$ cat src/rtl/branch_pred_unit.sv
// Branch predictor: 2-bit saturating BHT plus an in-flight FIFO of predicted branches, resolved oldest-first.
// Latency: prediction is combinational (0 cycles); a resolve produces flush/npc_corr on the next edge.
// Backpressure: pred_ready drops when the queue has no free slot this cycle or a flush is pending.
// Optional statistics counters are enabled by defining BRANCH_PRED_STATS_EN.
module branch_pred_unit #(
   parameter int WordSize = 32,
   parameter int BhtDepth = 16,
   parameter int QDepth   = 4
) (
   input  logic                clk,
   input  logic                rstn,
   input  logic                pred_valid,
   input  logic [WordSize-1:0] pred_pc,
   input  logic [WordSize-1:0] pred_target,
   output logic                pred_ready,
   output logic                pred_taken,
   output logic [WordSize-1:0] pred_npc,
   input  logic                res_valid,
   input  logic [1:0]          res_cond,
   input  logic [WordSize-1:0] alu_out,
   output logic                flush,
   output logic [WordSize-1:0] npc_corr,
   output logic [31:0]         stat_branches,
   output logic [31:0]         stat_mispred
);

   localparam int IW = $clog2(BhtDepth);
   localparam int QW = $clog2(QDepth);
   localparam logic [QW:0] QFull = QDepth[QW:0];

   typedef struct packed {
      logic [IW-1:0]       idx;
      logic                taken;
      logic [WordSize-1:0] target;
      logic [WordSize-1:0] pc4;
   } entry_t;

   logic [1:0]    bht [BhtDepth];
   entry_t        q_mem [QDepth];
   logic [QW-1:0] wr_ptr, rd_ptr;
   logic [QW:0]   count;

   logic [IW-1:0]       pred_idx;
   logic [WordSize-1:0] pred_pc4;
   entry_t              head;
   logic                full, empty, push, res_fire, act_taken, mispred;

   assign pred_idx   = pred_pc[IW+1:2];
   assign pred_pc4   = pred_pc + WordSize'(4);
   assign pred_taken = bht[pred_idx][1];
   assign pred_npc   = pred_taken ? pred_target : pred_pc4;

   assign full  = (count == QFull);
   assign empty = (count == '0);
   // A full queue still accepts when the head pops this same cycle; a mispredicting
   // pop later discards the push anyway.
   assign pred_ready = (!full || res_valid) && !flush;
   assign push       = pred_valid && pred_ready;

   assign head     = q_mem[rd_ptr];
   assign res_fire = res_valid && !empty;

   always_comb begin
      act_taken = 1'b0;
      case (res_cond)
         2'b00: act_taken = 1'b0;
         2'b01: act_taken = (alu_out == '0);
         2'b10: act_taken = (alu_out != '0);
         2'b11: act_taken = 1'b1;
         default: act_taken = 1'b0;
      endcase
   end

   assign mispred = res_fire && (act_taken != head.taken);

   always_ff @(posedge clk) begin
      if (push && !mispred) q_mem[wr_ptr] <= '{pred_idx, pred_taken, pred_target, pred_pc4};
   end

   always_ff @(posedge clk or negedge rstn) begin
      if (!rstn) begin
         wr_ptr <= '0;
         rd_ptr <= '0;
         count  <= '0;
      end else if (mispred) begin
         wr_ptr <= '0;
         rd_ptr <= '0;
         count  <= '0;
      end else begin
         if (push)     wr_ptr <= wr_ptr + 1'b1;
         if (res_fire) rd_ptr <= rd_ptr + 1'b1;
         if (push && !res_fire)      count <= count + 1'b1;
         else if (!push && res_fire) count <= count - 1'b1;
      end
   end

   always_ff @(posedge clk or negedge rstn) begin
      if (!rstn) begin
         for (int i = 0; i < BhtDepth; i++) bht[i] <= 2'b01;
      end else if (res_fire) begin
         if (act_taken && bht[head.idx] != 2'b11)       bht[head.idx] <= bht[head.idx] + 2'd1;
         else if (!act_taken && bht[head.idx] != 2'b00) bht[head.idx] <= bht[head.idx] - 2'd1;
      end
   end

   always_ff @(posedge clk or negedge rstn) begin
      if (!rstn) begin
         flush    <= 1'b0;
         npc_corr <= '0;
      end else begin
         flush <= mispred;
         if (mispred) npc_corr <= act_taken ? head.target : head.pc4;
      end
   end

`ifdef BRANCH_PRED_STATS_EN
   always_ff @(posedge clk or negedge rstn) begin
      if (!rstn) begin
         stat_branches <= '0;
         stat_mispred  <= '0;
      end else begin
         if (res_fire) stat_branches <= stat_branches + 32'd1;
         if (mispred)  stat_mispred  <= stat_mispred + 32'd1;
      end
   end
`else
   assign stat_branches = '0;
   assign stat_mispred  = '0;
`endif

endmodule

$ cat config.mk
export PLATFORM = sky130hd
export DESIGN_NAME = branch_pred_unit
export DESIGN_NICKNAME = d
export VERILOG_FILES = /design/src/rtl/branch_pred_unit.sv
export SDC_FILE = /design/constraint.sdc
export NUM_CORES = 1
export LEC_CHECK = 0
export ABC_AREA = 1
export BUFFER_PORTS_ARGS = -buffer_cell sky130_fd_sc_hd__buf_2
export CAP_MARGIN = 30
export CORE_ASPECT_RATIO = 0.5
export CORE_MARGIN = 4
export CORE_UTILIZATION = 41
export CTS_BUF_LIST = sky130_fd_sc_hd__clkbuf_4 sky130_fd_sc_hd__clkbuf_8 sky130_fd_sc_hd__clkbuf_16
export DETAILED_ROUTE_END_ITERATION = 12
export GPL_ROUTABILITY_DRIVEN = 1
export PLACE_DENSITY = 0.6
export SLEW_MARGIN = 20
export SYNTH_ARGS = -nofsm -noshare
export SYNTH_HDL_FRONTEND = slang
export SYNTH_SLANG_ARGS = --single-unit
$ cat constraint.sdc
create_clock -name clk -period 5.4 [get_ports clk]
set_clock_uncertainty 0.2 [all_clocks]
set_input_delay 1.62 -clock clk [delete_from_list [all_inputs] [get_ports clk]]
set_output_delay 1.62 -clock clk [all_outputs]
set_load 0.05 [all_outputs]
* Yosys cells after proc, flatten, opt, wreduce, memory -nomap -nowiden
Memories as Yosys holds them, arrays and structs flattened.
Index checks and enable logic that the tools add are counted.
** Word-level totals
- Flip-flop bits (word level) :: 72
- Latch bits :: 0
- Bits in writable memories :: 276
- ROM bits :: 0
- Input port bits :: 102
- Output and inout port bits :: 131
- Word-level logic and storage cells :: 92
- Memories kept :: 1
** Operators by class
- Add/subtract/negate cells :: 7
- Multipliers :: 0
- Divide/modulo/power cells :: 0
- $lt $le $gt $ge :: 3
- Eq/ne operators :: 6
- Shifts and indexed selects :: 0
- Mux-type cells :: 24
- Bitwise gates (word level) :: 2
- Reductions and logical operators :: 28
** Memories
- q_mem :: words 4, bits a word 69, read ports 1, clocked after memory_dff 0, wr ports 1, line 39 : entry_t q_mem [QDepth];
** Operators with widths (number)
- two-way mux 32 bit :: 4
- bitwise mux 32 bit :: 2
- adder 32 x 3 -> 32 bit (second input constant) :: 1
- zero test 32 bit :: 1
- nonzero test 32 bit :: 1
- two-way mux 2 bit :: 9
- binary-select mux 2 bit (select 4 bit) :: 2
- greater-or-equal comparator 5 bit (second input constant) :: 2
- logical AND 1 bit :: 10
- inverter 4 -> 5 bit :: 2
- two-way mux 3 bit :: 3
- demux 2 bit (select 4 bit) :: 1
- nonzero test 2 bit :: 4
- zero test 1 bit :: 7
- adder 2 x 1 -> 2 bit (second input constant) :: 3
- less-than comparator 5 x 1 -> 1 bit (second input constant) :: 1
- == test 2 bit (second input constant) :: 2
- one-hot mux 1 bit (4 select lines) :: 1
- adder 3 x 1 -> 3 bit (second input constant) :: 1
- == test 3 bit (second input constant) :: 1
- zero test 3 bit :: 1
- nonzero test 3 bit :: 1
- subtractor 3 x 1 -> 3 bit (second input constant) :: 1
- == test 2 x 1 -> 1 bit (second input constant) :: 1
- 7 further kinds :: 8

* Logic depth before layout (Yosys ltp)
- Depth after elaboration :: 10
- Depth in mapped cells :: 22
- Depth with buffers taken out :: 20

* Least setup slack after synthesis
No wires, ideal clock.
- Kind :: in2reg
- Start :: input port alu_out[1]
- End :: memory q_mem[0][0] (netlist bit) (enable)
- Library setup time :: 0.496 ns
- Data arrival time :: 5.435 ns
- Data required time :: 4.704 ns
- Setup slack :: -0.731 ns
- Stages on the path :: 11
- Path buffers :: 0
- Cells stage by stage :: nor2_1 -> nand2_1 -> nor2_1 -> nand2_1 -> nor2_1 -> nand2_1 -> nand2_1 -> nand2_1 -> nand3_2 -> nand2_1 -> nor2_1
** On the way
- Cells in the longest elaborated chain, start to end :: 8
- Elaborated cells on any way between the ends :: 9
- Classes of those cells :: eq/ne: 1; mux: 3; reduce/logical: 5
** RTL lines
- start: declaration :: line 20 : input logic [WordSize-1:0] alu_out,
- nonzero test 32 bit / zero test 32 bit (equally long branches) :: line 68, 67
- one-hot mux 1 bit (4 select lines) * :: line 65 : case (res_cond)
- != test 1 bit * :: line 74 : assign mispred = res_fire && (act_taken != head.taken);
- logical AND 1 bit * :: line 74
- zero test 1 bit * :: line 77 : if (push && !mispred) q_mem[wr_ptr] <= '{pred_idx, pred_taken, pred_target, pred_pc4};
- logical AND 1 bit * :: line 77
- two-way mux 1 bit * :: line 77
- two-way mux 1 bit (not written as such) * :: line 77
- end: declaration :: line 39
Mark *: on every way between the ends. The rest lies on a longest branch, timed or not.

* Worst setup path in the final report
- Start :: input port pred_pc[4]
- End :: output port pred_npc[23]
** On the way
- Elaborated cells on any way between the ends :: 6
- Classes of those cells :: add/sub: 1; mux: 4; bitwise: 1
** RTL lines
- start: declaration :: line 13 : input logic [WordSize-1:0] pred_pc,
- adder 32 x 3 -> 32 bit :: line 49 : assign pred_pc4 = pred_pc + WordSize'(4);
- net pred_pc4[23] :: line 44 : logic [WordSize-1:0] pred_pc4;
- two-way mux 32 bit :: line 51 : assign pred_npc = pred_taken ? pred_target : pred_pc4;
- end: declaration :: line 17 : output logic [WordSize-1:0] pred_npc,
The timed path passes the listed nets, and every way through them passes these cells. The select of a mux whose other input is x is not followed.

==> run metrics <==
outcome finished clean; Setup Viol. Count Final 0; number of search-and-repair iterations in the first detailed-routing pass 5; Die X 288.8 µm; Clock Tree Buf Depth 3; hold buffer count at cts 0; top post-synthesis cells by area sky130_fd_sc_hd__edfxtp_1, sky130_fd_sc_hd__nand2_1, sky130_fd_sc_hd__dfrtp_1; leading cell type by number of instances after synthesis sky130_fd_sc_hd__nand2_1; H-Tree Depth 2; Clk Tree Root Cell sky130_fd_sc_hd__clkbuf_16; Die Area roughly 43000 µm²; drc violations 0; class of the worst hold path flip-flop to flip-flop; via count about 12000; number of design-rule violations left by the first detailed-router iteration 958; final setup slack of the worst path 0.1188 ns; GRT Overall Usage a little under a fifth; sequential cell fraction of total power between 30% and 40%; number of hold violations in the final report 0; cts bufs inserted 34; vias in the first global route 11140; Synth cell types 42; FF-to-FF setup slack around 1.2 ns; cell seen most often among critical-path stages sky130_fd_sc_hd__nand2_1; Worst slew margin 34.74%; slowest cell on the critical path sky130_fd_sc_hd__xor2_1; part of the Yosys area used for sequential elements roughly 63%; FF+latch count, synth around 350; area used by multi-input combinational logic 5185 µm²; flip-flop and latch area 10110 µm²; DP Wirelength roughly 26000 µm; share of async-settable or async-resettable flops after synthesis about a fifth; Top-Level Pins between 200 and 250; minimum hold slack roughly 0.27 ns; Placed Cells incl. Taps around 2300; Syn. warnings 0; Cell Pwr Density around 550 nW/µm²; Post-Layout Cell Count ~2400; maximum number of pins on one net before global-route repair 86; number of rows in the core area 51; worst skew pair latency between 0.5 and 0.6 ns; Filler Cells Inserted 3655; Synth top cells by count sky130_fd_sc_hd__nand2_1, sky130_fd_sc_hd__edfxtp_1, sky130_fd_sc_hd__nor2_1, sky130_fd_sc_hd__o21ai_0, sky130_fd_sc_hd__inv_1; per-cell via count in the routed design slightly below 5; Internal Pwr Total between 6 and 7 mW; data required time of the critical path between 3 and 4 ns; timing-limited maximum frequency between 0.15 and 0.2 GHz; cells traversed along the worst timing path buf_2, nand2_1, nor3_1, nand2_1, nor2_2, buf_4, nand4_1, xor2_1, nand2_1, nand2_1, buf_2; core area approximately 39000 µm²; library cell with the largest summed area after synthesis sky130_fd_sc_hd__edfxtp_1; classification of the worst setup path input port to output pin; cell count after synthesis 1629; EDFF count, synth ~280; number of max-capacitance violations reported 0; RePlAce Congestion just under 0.9; quantity of I/O buffers inserted on ports 168; initial antenna violation count 3; data arrival time of the worst path ~3.5 ns; source of the worst register-to-register timing path rd_ptr[0]$_DFFE_PN0P_; layout cells sized above 1 a little under a fifth; clock tree from TritonCTS done; Critical Path Max Stage Delay between 0.3 and 0.4 ns; final critical path time including I/O delays and setup around 5.3 ns; DRT antenna net count 0; switching share of power 42.07%; CP Launch Type input port; ys flop type sky130_fd_sc_hd__edfxtp_1; number of pins exceeding their max-slew limit in the final report 0; endpoint class of the critical path output pin; Clock Sink Count 348; final cycle utilization of the critical path 97.80%; setup slack at placement -0.02544 ns; IR Drop Worst-Case VDD approximately 300 µV; leakage power between 7 and 8 nW; switching power roughly 4.4 mW; mean area per synthesized cell about 9.9 µm²; Logic pwr share between 40% and 50%; Worst-path clk slew 0.06 ns; starting utilization of the core area 41.52%; Die Y-Extent about 150 µm; total overflow reported by the global router 0; area grow syn2layout 16.41%; share of the synthesized area in the top cell type between 50% and 60%; Worst Tran Pin Value 0.9788 ns; highest net fanout along the worst path 5; first-pass GRT wire length approximately 64000 µm; Post-layout nets approximately 1900; depth of the worst register-to-register path 17; average wire length per cell after detail routing about 17 µm; hold-critical path depth 2; setup_tns 0 ns; Clk network pwr share 22.8%; cell area after technology mapping 16160 µm²; DRT Wirelength 41620 µm
kinds of logic (layout without fill, tap and decap cells):
family / count (synthesis) / count (layout) / share of synthesized area, %
adders and majority gates: 8 / 8 / 0.6658
xor gates and xnor gates: 27 / 27 / 1.463
and+or+nand+nor: 781 / 781 / 19.46
other: 1 / 67 / 0.02320
DFF: 348 / 348 / 62.56
buffers and inverters: 233 / 388 / 7.286
AOI/OAI and AO/OA: 231 / 231 / 8.540
state kept, by name (all words and copies together) (netlist names), named ones only:
signal    cells
q_mem       276
npc_corr     32
bht          16
count         3
rd_ptr        2
wr_ptr        2
flush         1
power groups by stage:
stage | combinational [mW] | sequential, mW | clock, mW
after global placement | 4.15 | 3.87 | 0
final | 4.18 | 3.83 | 2.37
after CTS | 4.19 | 3.83 | 2.42
after floorplan | 2.79 | 4.16 | 0
after global routing | 4.63 | 3.89 | 2.53
after detailed placement | 4.18 | 3.88 | 0
worst max-delay path, delay by kind of cell:
| family | cells | cell delay, ns |
|---|---|---|
| xor gates and xnor gates | 1 | 0.36 |
| buffers and inverters | 3 | 0.53 |
| and+or+nand+nor | 7 | 0.94 |
how the worst max path moves through the flow:
stage	startpoint	endpoint	slack [ns]	cells after the start
floorplan	alu_out[1]	q_mem[0][0]$_DFFE_PP_	-0.73	11
global placement	pred_pc[2]	pred_npc[18]	0.009	12
detailed placement	pred_pc[2]	pred_npc[18]	-0.03	12
CTS	pred_pc[2]	pred_npc[29]	0.03	12
global route	pred_pc[4]	pred_npc[23]	-0.02	11
finish	pred_pc[4]	pred_npc[23]	0.12	11
metal layers:
metal  GRT usage, %  up-vias  wire length [µm]
met2          31.65      256             20170
met3          2.833       62              1688
met4          5.277        0               842
met5              0        -                 0
li1               -     5761                 -
met1          26.39     5734             18920
layout by cell type (no fill, tap or decap), types with 35 or more instances in the layout:
| master | n |
|---|---|
| sky130_fd_sc_hd__nand2_1 | 537 |
| sky130_fd_sc_hd__edfxtp_1 | 276 |
| sky130_fd_sc_hd__buf_2 | 155 |
| sky130_fd_sc_hd__nor2_1 | 141 |
| sky130_fd_sc_hd__o21ai_0 | 114 |
| sky130_fd_sc_hd__inv_1 | 84 |
| sky130_fd_sc_hd__conb_1 | 64 |
| sky130_fd_sc_hd__buf_4 | 61 |
| sky130_fd_sc_hd__dfrtp_1 | 55 |
| sky130_fd_sc_hd__nand3_1 | 47 |
| sky130_fd_sc_hd__a21oi_1 | 38 |
| sky130_fd_sc_hd__clkbuf_16 | 35 |
metrics by stage:
stage | utilization, % | power, mW | cell area, µm²
after floorplan | - | 6.955 | 16400
after global placement | 45.23 | 8.019 | 17600
after detailed placement | 45.23 | 8.056 | 17600
after CTS | 48.07 | 10.44 | 18710
after global routing | 48.33 | 11.05 | 18810
final | 48.33 | 10.38 | 18810
cell type report:
class                           count  share of cell area [%]
Timing Repair Buffer              231                   7.330
Inverter                           96                   1.935
Multi-Input combinational cell   1111                   27.56
Tap cell                          530                   3.525
Antenna cell                        3                 0.03991
Clock inverter                     15                  0.6518
Sequential cell                   348                   53.76
Clock buffer                       46                   5.195
repair_timing:
| action | CTS | global route |
|---|---|---|
| gates resized for setup | 1 | 23 |
| pin swaps | 0 | 3 |
| endpoints found under the setup margin | 1 | 27 |
| buffers inserted | 0 | 3 |
No activity file was read; power rests on OpenSTA's default activity.
